[src/rtl/shift_seq_pkg.sv]
// Shared encodings, FSM states and small helpers for the shift operand sequencer.
package shift_seq_pkg;

    localparam int AMT_FULL = 32;

    localparam logic [1:0] MODE_REG    = 2'b00;
    localparam logic [1:0] MODE_ROTIMM = 2'b01;
    localparam logic [1:0] MODE_MEM    = 2'b10;

    localparam logic [1:0] SH_LSL = 2'b00;
    localparam logic [1:0] SH_LSR = 2'b01;
    localparam logic [1:0] SH_ASR = 2'b10;
    localparam logic [1:0] SH_ROR = 2'b11;

    typedef enum logic [1:0] {
        IDLE    = 2'b00,
        RS_WAIT = 2'b01,
        ISSUE   = 2'b10
    } seq_state_e;

    // Register-specified shift: data-processing form, bit4 set, bit7 clear.
    function automatic logic needs_rs_f(input logic mem_sel, input logic imm, input logic [11:0] field);
        return !mem_sel && !imm && field[4] && !field[7];
    endfunction

endpackage

[src/rtl/shift_field_decode.sv]
// Combinational decode of an operand-2 field (plus Rs byte) into explicit shifter controls,
// folding in the ARM #0 special cases so the shifter itself stays mechanical.
module shift_field_decode
    import shift_seq_pkg::*;
#(
    parameter int AMT_W = 6
) (
    input  logic             mem_sel_i,
    input  logic             imm_i,
    input  logic [11:0]      field_i,
    input  logic [7:0]       rs_byte_i,
    output logic [1:0]       mode_o,
    output logic [1:0]       sh_type_o,
    output logic [AMT_W-1:0] amt_o,
    output logic             rrx_o,
    output logic             illegal_o,
    output logic             needs_rs_o
);

    logic [4:0] imm_amt;

    assign imm_amt    = field_i[11:7];
    assign needs_rs_o = needs_rs_f(mem_sel_i, imm_i, field_i);

    // Field decode, priority mem offset > rotated immediate > immediate shift > register shift.
    always_comb begin
        mode_o    = MODE_REG;
        sh_type_o = SH_LSL;
        amt_o     = '0;
        rrx_o     = 1'b0;
        illegal_o = 1'b0;
        if (mem_sel_i) begin
            mode_o = MODE_MEM;
        end else if (imm_i) begin
            mode_o    = MODE_ROTIMM;
            sh_type_o = SH_ROR;
            amt_o     = AMT_W'({field_i[11:8], 1'b0});
        end else if (!field_i[4]) begin
            sh_type_o = field_i[6:5];
            if (imm_amt != 5'd0) begin
                amt_o = AMT_W'(imm_amt);
            end else begin
                case (field_i[6:5])
                    SH_LSR, SH_ASR: amt_o = AMT_W'(AMT_FULL);
                    SH_ROR:         rrx_o = 1'b1;
                    default:        amt_o = '0;
                endcase
            end
        end else if (field_i[7]) begin
            illegal_o = 1'b1;
        end else begin
            sh_type_o = field_i[6:5];
            if (rs_byte_i == 8'd0) begin
                amt_o = '0;
            end else if (rs_byte_i >= 8'd32) begin
                // Rotation by >=32 is periodic; the linear shifts saturate.
                if (field_i[6:5] == SH_ROR) begin
                    amt_o = AMT_W'(rs_byte_i[4:0]);
                end else begin
                    amt_o = AMT_W'(AMT_FULL);
                end
            end else begin
                amt_o = AMT_W'(rs_byte_i[4:0]);
            end
        end
    end

endmodule

[src/rtl/shift_operand_sequencer.sv]
// EXE-stage controller ahead of the Val2 shifter: resolves operand-2 fields into registered
// shifter controls and sequences the extra Rs read for register-specified shifts.
module shift_operand_sequencer
    import shift_seq_pkg::*;
#(
    parameter int IDX_W = 4,
    parameter int AMT_W = 6
) (
    input  logic             clk,
    input  logic             rst,
    input  logic             flush,
    input  logic             in_valid,
    output logic             in_ready,
    input  logic             in_mem_sel,
    input  logic             in_imm,
    input  logic [11:0]      in_shift_operand,
    input  logic [IDX_W-1:0] in_rs_idx,
    output logic             rs_req,
    output logic [IDX_W-1:0] rs_idx,
    input  logic             rs_valid,
    input  logic [7:0]       rs_data,
    output logic             out_valid,
    input  logic             out_ready,
    output logic [1:0]       out_mode,
    output logic [1:0]       out_sh_type,
    output logic [AMT_W-1:0] out_sh_amt,
    output logic             out_rrx,
    output logic [11:0]      out_imm12,
    output logic             out_illegal
);

    seq_state_e       state_q, state_d;
    logic             req_mem_sel_q, req_mem_sel_d;
    logic             req_imm_q, req_imm_d;
    logic [11:0]      req_field_q, req_field_d;
    logic [IDX_W-1:0] rs_idx_q, rs_idx_d;
    logic             rs_req_q, rs_req_d;
    logic             out_valid_q, out_valid_d;
    logic [1:0]       mode_q, mode_d;
    logic [1:0]       type_q, type_d;
    logic [AMT_W-1:0] amt_q, amt_d;
    logic             rrx_q, rrx_d;
    logic [11:0]      imm12_q, imm12_d;
    logic             illegal_q, illegal_d;

    logic             accept;
    logic             dec_from_req;
    logic             dec_mem_sel, dec_imm;
    logic [11:0]      dec_field;
    logic [7:0]       dec_rs_byte;
    logic [1:0]       dec_mode, dec_type;
    logic [AMT_W-1:0] dec_amt;
    logic             dec_rrx, dec_illegal, dec_needs_rs;

    // One decoder serves both paths: live inputs at accept, the captured request once Rs arrives.
    assign dec_from_req = (state_q == RS_WAIT);
    assign dec_mem_sel  = dec_from_req ? req_mem_sel_q : in_mem_sel;
    assign dec_imm      = dec_from_req ? req_imm_q     : in_imm;
    assign dec_field    = dec_from_req ? req_field_q   : in_shift_operand;
    assign dec_rs_byte  = dec_from_req ? rs_data       : 8'd0;

    shift_field_decode #(.AMT_W(AMT_W)) u_decode (
        .mem_sel_i  (dec_mem_sel),
        .imm_i      (dec_imm),
        .field_i    (dec_field),
        .rs_byte_i  (dec_rs_byte),
        .mode_o     (dec_mode),
        .sh_type_o  (dec_type),
        .amt_o      (dec_amt),
        .rrx_o      (dec_rrx),
        .illegal_o  (dec_illegal),
        .needs_rs_o (dec_needs_rs)
    );

    // Handshake: ready in IDLE or when the issued controls are being consumed; flush blocks accept.
    always_comb begin
        in_ready = 1'b0;
        if (flush) begin
            in_ready = 1'b0;
        end else if (state_q == IDLE) begin
            in_ready = 1'b1;
        end else if ((state_q == ISSUE) && out_ready) begin
            in_ready = 1'b1;
        end else begin
            in_ready = 1'b0;
        end
        accept = in_valid && in_ready;
    end

    // Next-state and next-output logic.
    always_comb begin
        state_d       = state_q;
        req_mem_sel_d = req_mem_sel_q;
        req_imm_d     = req_imm_q;
        req_field_d   = req_field_q;
        rs_idx_d      = rs_idx_q;
        rs_req_d      = rs_req_q;
        out_valid_d   = out_valid_q;
        mode_d        = mode_q;
        type_d        = type_q;
        amt_d         = amt_q;
        rrx_d         = rrx_q;
        imm12_d       = imm12_q;
        illegal_d     = illegal_q;
        if (flush) begin
            state_d       = IDLE;
            req_mem_sel_d = 1'b0;
            req_imm_d     = 1'b0;
            req_field_d   = 12'd0;
            rs_idx_d      = '0;
            rs_req_d      = 1'b0;
            out_valid_d   = 1'b0;
            mode_d        = 2'b00;
            type_d        = 2'b00;
            amt_d         = '0;
            rrx_d         = 1'b0;
            imm12_d       = 12'd0;
            illegal_d     = 1'b0;
        end else begin
            case (state_q)
                IDLE, ISSUE: begin
                    if (accept) begin
                        req_mem_sel_d = in_mem_sel;
                        req_imm_d     = in_imm;
                        req_field_d   = in_shift_operand;
                        rs_idx_d      = in_rs_idx;
                        imm12_d       = in_shift_operand;
                        mode_d        = dec_mode;
                        type_d        = dec_type;
                        amt_d         = dec_amt;
                        rrx_d         = dec_rrx;
                        illegal_d     = dec_illegal;
                        if (dec_needs_rs) begin
                            state_d     = RS_WAIT;
                            rs_req_d    = 1'b1;
                            out_valid_d = 1'b0;
                        end else begin
                            state_d     = ISSUE;
                            rs_req_d    = 1'b0;
                            out_valid_d = 1'b1;
                        end
                    end else if ((state_q == ISSUE) && out_ready) begin
                        state_d     = IDLE;
                        out_valid_d = 1'b0;
                    end else begin
                        state_d = state_q;
                    end
                end
                RS_WAIT: begin
                    if (rs_valid) begin
                        state_d     = ISSUE;
                        rs_req_d    = 1'b0;
                        out_valid_d = 1'b1;
                        mode_d      = dec_mode;
                        type_d      = dec_type;
                        amt_d       = dec_amt;
                        rrx_d       = dec_rrx;
                        illegal_d   = dec_illegal;
                    end else begin
                        state_d = RS_WAIT;
                    end
                end
                default: begin
                    state_d     = IDLE;
                    rs_req_d    = 1'b0;
                    out_valid_d = 1'b0;
                end
            endcase
        end
    end

    // State and output registers with synchronous reset.
    always_ff @(posedge clk) begin
        if (rst) begin
            state_q       <= IDLE;
            req_mem_sel_q <= 1'b0;
            req_imm_q     <= 1'b0;
            req_field_q   <= 12'd0;
            rs_idx_q      <= '0;
            rs_req_q      <= 1'b0;
            out_valid_q   <= 1'b0;
            mode_q        <= 2'b00;
            type_q        <= 2'b00;
            amt_q         <= '0;
            rrx_q         <= 1'b0;
            imm12_q       <= 12'd0;
            illegal_q     <= 1'b0;
        end else begin
            state_q       <= state_d;
            req_mem_sel_q <= req_mem_sel_d;
            req_imm_q     <= req_imm_d;
            req_field_q   <= req_field_d;
            rs_idx_q      <= rs_idx_d;
            rs_req_q      <= rs_req_d;
            out_valid_q   <= out_valid_d;
            mode_q        <= mode_d;
            type_q        <= type_d;
            amt_q         <= amt_d;
            rrx_q         <= rrx_d;
            imm12_q       <= imm12_d;
            illegal_q     <= illegal_d;
        end
    end

    assign rs_req      = rs_req_q;
    assign rs_idx      = rs_idx_q;
    assign out_valid   = out_valid_q;
    assign out_mode    = mode_q;
    assign out_sh_type = type_q;
    assign out_sh_amt  = amt_q;
    assign out_rrx     = rrx_q;
    assign out_imm12   = imm12_q;
    assign out_illegal = illegal_q;

endmodule

[config.mk]
export PLATFORM = sky130hd
export DESIGN_NAME = shift_operand_sequencer
export DESIGN_NICKNAME = d
export VERILOG_FILES = /design/src/rtl/shift_seq_pkg.sv /design/src/rtl/shift_field_decode.sv /design/src/rtl/shift_operand_sequencer.sv
export SDC_FILE = /design/constraint.sdc
export NUM_CORES = 1
export LEC_CHECK = 0
export CAP_MARGIN = 25
export CORE_UTILIZATION = 35
export DETAILED_ROUTE_END_ITERATION = 8
export GPL_TIMING_DRIVEN = 0
export HOLD_SLACK_MARGIN = 0.02
export PLACE_DENSITY = 0.68
export RECOVER_POWER = 25
export SYNTH_ARGS = -nofsm -noshare
export SYNTH_HDL_FRONTEND = slang
export SYNTH_HIERARCHICAL = 1
export SYNTH_SLANG_ARGS = --single-unit
[constraint.sdc]
create_clock -name clk -period 3.85 [get_ports clk]
set_clock_uncertainty 0.05 [all_clocks]
set_input_delay 0.77 -clock clk [delete_from_list [all_inputs] [get_ports clk]]
set_output_delay 0.77 -clock clk [all_outputs]
set_load 0.02 [all_outputs]
==> results of run 1 <==
[per-layer routing]
| metal | track usage | up-vias | wire [µm] |
|---|---|---|---|
| li1 | - | 897 | - |
| met1 | 0.227 | 763 | 2140 |
| met2 | 0.290 | 51 | 2040 |
| met3 | 0.0442 | 2 | 255 |
| met4 | 0.0588 | 0 | 33 |
| met5 | 0 | - | 0 |
[through the flow]
stage	total power [µW]	instance area [µm²]	hold WS, ns
after CTS	747	2540	0.409
after global placement	491	2460	0.393
after detailed placement	492	2460	0.400
final	738	2540	0.402
after floorplan	431	1750	0.387
after global routing	775	2540	0.423
[power by group]
part	leakage [µW]	switching, µW	total [µW]	internal, µW
Clock	0.0000431	118	255	138
Combinational	0.000725	59.1	122	62.6
Sequential	0.000275	3.54	361	358
Total	0.00104	180	738	558
[placed cells by master (no fill, tap or decap), types with 5 or more instances in the layout]
cell and instances:
a21oi_1 24, nand2_1 70, inv_1 6, nand3b_1 5
clkdlybuf4s50_1 46, dlygate4sd3_1 16, nor2_1 19, clkbuf_1 8
clkbuf_8 6, dfxtp_1 34, mux2i_1 12, and2_1 9
[sequential cells by signal, indices dropped and copies added, names as in the netlist]
signal and flops:
out_valid 1, req_mem_sel_q 1, req_imm_q 1, out_imm12 12, rs_req 1, rs_idx 4, out_mode 2, out_rrx 1
state_q 2, out_illegal 1, out_sh_type 2, out_sh_amt 6
[final cells by class]
class	instances	area [µm²]
Multi-Input combinational cell	175	957
Tap cell	67	83.8
Clock buffer	6	82.6
Sequential cell	34	681
Fill cell	472	2250
Inverter	6	22.5
Timing Repair Buffer	62	621
Buffer	16	92.6
[worst register-to-register path: stages, from the launching register on]
cell      delay [ns]
dfxtp_1         0.30
buf_2           0.18
and2b_4         0.24
clkbuf_1        0.29
nand2_1         0.10
nand2_1         0.17
nor4b_2         0.56
o21ai_0         0.18
a21oi_1         0.17
nor3_1          0.06
[final timing paths]
path	end	slack [ns]	cells after the start
hold reg to reg	out_imm12[2]	0.40	2
setup reg to reg	out_valid	1.44	9
setup / recovery	in_ready	0.79	4
hold / removal	out_imm12[2]	0.40	2
==> results, run 1 <==
- The worst min-delay path category is reg2reg.
- The count of nets left with antenna violations once routing finished came out at 0.
- The final cell utilization of the core is 0.531.
- The mapped netlist covers 1750 µm².
- The total number of placement rows is 25.
- The detailed router placed 1,713 vias in this run.
- The critical path's top delay family is buffers and inverters.
- The pin count of the biggest net entering global routing is 11.
- Global routing finished with a remaining overflow of 0.
- The total wirelength of the detailed-routed design is 4480 µm.
- The clock tree from TritonCTS is built.
- The CTS sink count is 34.
- STA puts the critical path data required time at 3.03 ns.
- The final layout net count is 333.
- The first detailed-routing pass ran for 4 iterations.
- In this run the static leakage power is 0.00104 µW.
- In the finished design, the share of the clock period the worst path needs comes to 0.795.
- The vertical die dimension is 72.8 µm.
- For the pin with the worst max-slew slack, the measured transition is 0.621 ns.
- For this run, the top clock speed supported by timing is 0.327 GHz.
- The CTS buffer count is 5.
- Subtracting the final worst setup slack from the clock period gives 3.06 ns.
- The routed wire length per instance is 12.2 µm.
- The first global-routing pass estimated 7180 µm of wire.
- The number of warnings printed during yosys synthesis is 6.
- STA classifies the critical path startpoint as an input pin.
- The startpoint identified for the worst hold timing path is out_imm12[2].
- The top-level port count is 63.
- Measured along the x axis, the die boundary spans 72.8 µm.
- After technology mapping, the gate count stands at 231.
- Setup slack on the critical path of the routed design comes to 0.791 ns.
- The wire-length estimate of the detail-placed layout is 3350 µm.
- The startpoint-to-endpoint class of the critical path is in2out.
- The number of antenna violations at the first check in global routing was 0.
- Before CTS, the worst setup slack after placement is 0.786 ns.
- The number of non-filler instances in the completed layout is 366.
- The run finished with clean final reports.
- The number of antenna diodes in the final layout is 0.
- CTS built an H-tree with a depth of 2.
- Once placement completed, the tool counted placed cells totaling 360.
- The die covers 5300 µm².
- The startpoint of the worst register-to-register path is state_q[0].
- Tracing the worst setup path back leads to its startpoint at flush.
- In the routed design, unresolved DRC markers number 0.
- At the worst endpoint, the arrival time is 2.24 ns.
- The growth of design area from synthesis to finish is 44.9%.
- The number of global-route vias before repair is 1,573.
- In the routed layout, each cell is associated on average with a via count of 4.68.
- The ratio of total power to cell area is 291 nW/µm².
- The total area inside the core boundary comes to 4790 µm².
- STA classifies the critical path endpoint as an output port.
- The summed negative setup slack over all endpoints is 0 ns.
- In this run, post-CTS repair resized a total of 0 instances.
- The root buffer cell chosen for the clock tree is clkbuf_8.
- The combined global-route utilization of all metal layers is 0.177.
- Once the clock tree was built, the setup fixing pass inserted 0 buffers.
- The maximum resistive drop on vdd is 191 µV.
- The number of nets in the synthesized netlist is 264.
- The relative slew slack is 0.585.
- Of the cells placed in the final design, the portion with a size suffix greater than 1 is 0.0669.
- Traced cell by cell, the critical path runs through clkdlybuf4s50_1, nor2_2, and2_1, clkdlybuf4s50_1.
- The largest single stage delay on the critical path is 0.59 ns.
- The initial utilization of the core area, before any placement, comes to 0.366.
- The max-slew violation count is 0.
- In this run the worst path has a maximum fanout of 5.
- The congestion estimate from routability-driven global placement came to 0.876.
- Setup repair after global routing left no endpoint under its margin.
- The number of port buffers is 62.
- Buffers inserted to repair hold after CTS numbered 0.
- The clock insertion delay at the later pin of the skew report is 0.28 ns.
- After synthesis, the mean cell area works out to 7.59 µm².
- The count of final setup violators is 0.
- Counting stages on the worst path, the most repeated cell is clkdlybuf4s50_1.
- After clock tree synthesis, the clock-pin slew on the worst setup and hold paths is 0.07 ns.
- The number of hold-slack violations in the final timing report is 0.
- The worst-path cell with the longest stage delay is clkdlybuf4s50_1.
- The clock passes through at most 2 buffers.
- The worst path buffer plus inverter count is 2.
- The first routing iteration left 49 violations.
- Max-cap violations in this run came to 0.
No activity file was read; power rests on OpenSTA's default activity.
==> inputs of run 2 (changes only) <==
--- a/config.mk
+++ b/config.mk
@@ -10,7 +10,7 @@
 export DETAILED_ROUTE_END_ITERATION = 8
 export GPL_TIMING_DRIVEN = 0
 export HOLD_SLACK_MARGIN = 0.02
-export PLACE_DENSITY = 0.68
+export PLACE_DENSITY = 0.7
 export RECOVER_POWER = 25
 export SYNTH_ARGS = -nofsm -noshare
 export SYNTH_HDL_FRONTEND = slang
==> constraint.sdc (replaced) <==
create_clock -name clk -period 2.6 [get_ports clk]
set_clock_uncertainty 0.05 [all_clocks]
set_input_delay 0.52 -clock clk [delete_from_list [all_inputs] [get_ports clk]]
set_output_delay 0.52 -clock clk [all_outputs]
set_load 0.02 [all_outputs]
==> run 2 against run 1 <==
Sequential power is 48% higher. Via count is 0.12% lower. Combinational power is 48% higher. Final area is 0.49% higher. First-iteration DRC count is 96% higher. Largest cell class unchanged. Largest power group unchanged.
==> results, run 2 (synthesis gave the netlist of run 1 again) <==
- The routed wire length per instance is 12.0 µm (was 12.2 µm).
- The summed negative setup slack over all endpoints is 0 ns (unchanged).
- The starting density of the core is 0.366 (unchanged).
- The relative contribution of sequential cells to total power is 0.481 (was 0.489).
- The peak fanout along the critical path is 8 (was 5).
- The combined global-route utilization of all metal layers is 0.173 (was 0.177).
- The number of antenna violations at the first check in global routing came to 0 (unchanged).
- The worst min-delay path category was reg2reg (unchanged).
- Subtracting the final worst setup slack from the clock period gives 2.53 ns.
- The total number of vias is 1,711 (was 1,713).
- The growth of design area from synthesis to finish came to 45.6% (was 44.9%).
- The final worst hold slack is 0.404 ns (was 0.402 ns).
- The worst hold path depth is 2 (unchanged).
- The detailed-placement wirelength estimate is 3250 µm (was 3350 µm).
- The antenna diode instance count came to 0 (unchanged).
- The data required time at the worst endpoint came to 2.03 ns (was 3.03 ns).
- The final routed DRC violation total came to 0 (unchanged).
- The first-pass GRT wire length was 7190 µm (was 7180 µm).
- Most frequent cells in the layout: nand2_1, clkdlybuf4s50_1, dfxtp_1 (unchanged).
- The terminating pin of the worst hold path was rs_idx[2] (was out_imm12[2]).
- The number of hold-slack violations in the final timing report was 0 (unchanged).
- The count of placed standard cells including taps is 360 (unchanged).
- The total power is 1110 µW (was 738 µW).
- The placed cell area is 2460 µm² (unchanged).
- The net switching fraction of the power is 0.249 (was 0.244).
- The max-slew violation count is 0 (unchanged).
- The clock insertion delay at the later pin of the skew report is 0.28 ns (about the same).
- The part of the power in combinational logic is 0.162 (was 0.165).
- The horizontal die dimension is 72.8 µm (unchanged).
- The launch instance of the worst min-delay path is rs_idx[2] (was out_imm12[2]).
- The CTS buffer count is 5 (unchanged).
- The portion of total power attributed to the clock network was 0.357 (was 0.346).
- The top-level port count is 63 (unchanged).
- The overflow left after global routing is 0 (unchanged).
- The number of search-and-repair iterations in the first detailed-routing pass is 4 (unchanged).
- The layout filler cell count is 474 (was 472).
- The number of flip-flops under the largest register name is 12 (unchanged).
- The reg-to-reg setup timing slack is 0.17 ns (was 1.44 ns).
- The vertical die dimension is 72.8 µm (unchanged).
- The critical path capture point type was an output port (unchanged).
- The cell chosen for the clock root is clkbuf_8 (unchanged).
- The startpoint kind of the worst setup timing path is an input pin (unchanged).
- The startpoint-to-endpoint class of the critical path is in2out (unchanged).
- The design internal power is 836 µW (was 558 µW).
- The ratio of total power to cell area is 436 nW/µm² (was 291 nW/µm²).
- The die area was 5300 µm² (unchanged).
- The detailed router's first-iteration violation count came to 96 (was 49).
- The fmax is 0.395 GHz.
- The final standard cell area without fillers is 2550 µm² (was 2540 µm²).
- The layout cell share with drive strength beyond 1 is 0.0664 (was 0.0669).
- The pin count of the biggest net entering global routing is 11 (unchanged).
- The H-tree depth reported by CTS is 2 (unchanged).
- The depth of the worst register-to-register path is 9 (unchanged).
- The startpoint of the worst register-to-register path is state_q[0] (unchanged).
- The CTS sink count is 34 (unchanged).
- The total wirelength of the detailed-routed design came to 4420 µm (was 4480 µm).
- The clock input transition at the sequential cells of the worst setup and hold paths is 0.07 ns (about the same).
- The clock tree from TritonCTS was built (unchanged).
- The final layout net count is 333 (unchanged).
- The count of final setup violators is 0 (unchanged).
- The leakage power was 0.00104 µW (about the same).
- The buffer depth of the longest clock path came to 2 (unchanged).
- The remaining antenna violation count after routing came to 0 (unchanged).
- The number of port buffers was 62 (unchanged).
- Result of the run: completed (unchanged).
- The global placement routability congestion is 0.869 (was 0.876).
- The terminus of the critical flop-to-flop path is out_valid (unchanged).
- The number of non-filler instances in the completed layout was 368 (was 366).
- The ratio of routed vias to standard cells is 4.65 (was 4.68).
- The total number of placement rows is 25 (unchanged).
- The transition time of the tightest slew-check pin is 0.624 ns (was 0.621 ns).
- The number of global-route vias before repair is 1,556 (was 1,573).
- The maximum resistive drop on vdd is 276 µV (was 191 µV).
- Unrepaired setup endpoints after global routing: no (unchanged).
- The count of max-cap constraint violations is 0 (unchanged).
- The data arrival time of the worst path came to 1.96 ns (was 2.24 ns).
- The most common library cell in the layout ignoring fill and taps is nand2_1 (unchanged).
- The total core area was 4790 µm² (unchanged).
- The switching power summed over all nets is 277 µW (was 180 µW).
- The quantity of hold-fixing buffers added after cts is 0 (unchanged).
- The relative slew slack is 0.583 (was 0.585).
- The final cycle utilization of the critical path is 0.972.
## run 2: metal layers
| layer | vias to the layer above | share of wire | global-route usage |
|---|---|---|---|
| met1 | 764 | 0.51 | 0.245 |
| li1 | 900 | - | - |
| met2 | 42 | 0.42 | 0.259 |
| met3 | 5 | 0.051 | 0.0387 |
| met4 | 0 | 0.0099 | 0.0610 |
| met5 | - | 0 | 0 |
## run 2: worst max path at each step
stage,start,to,slack [ns],depth (start not counted)
final,out_ready,in_ready,0.07,5
after global routing,state_q[0],out_valid,0.001,9
after CTS,flush,in_ready,0.03,4
after detailed placement,flush,in_ready,0.03,4
after global placement,flush,in_ready,0.04,4
after floorplan,state_q[0],out_sh_amt[5],0.59,10
## run 2: critical path: stages
cell and delay, ns:
clkdlybuf4s50_1 0.48, nand2b_1 0.12, buf_6 0.13, and2_1 0.12, clkdlybuf4s50_1 0.59
## run 2: through the flow
step / setup slack [ns] / utilization
floorplan: 0.594 / -
global placement: 0.0375 / 0.513
detailed placement: 0.0304 / 0.513
CTS: 0.0324 / 0.533
global route: 0.00117 / 0.533
finish: 0.0715 / 0.533
## run 2: power groups by stage
stage                     sequential [µW]  clock (µW)  combinational, µW
final                                 535         397                180
after floorplan                       556           0               83.0
after global routing                  536         437                195
after detailed placement              547           0                180
after CTS                             535         410                181
after global placement                547           0                179
## run 2: area by class of cell
type	instances	area, µm²	share of cell area
Buffer	16	91.3	0.0358
Clock buffer	7	86.3	0.0338
Clock inverter	1	5.00	0.00196
Inverter	6	22.5	0.00882
Multi-Input combinational cell	175	962	0.377
Sequential cell	34	681	0.267
Tap cell	67	83.8	0.0328
Timing Repair Buffer	62	621	0.243
## run 2: timing repair
item                       in CTS  in global routing
setup endpoints to repair       0                  1
gates resized for setup         0                  1
buffers inserted                0                  0
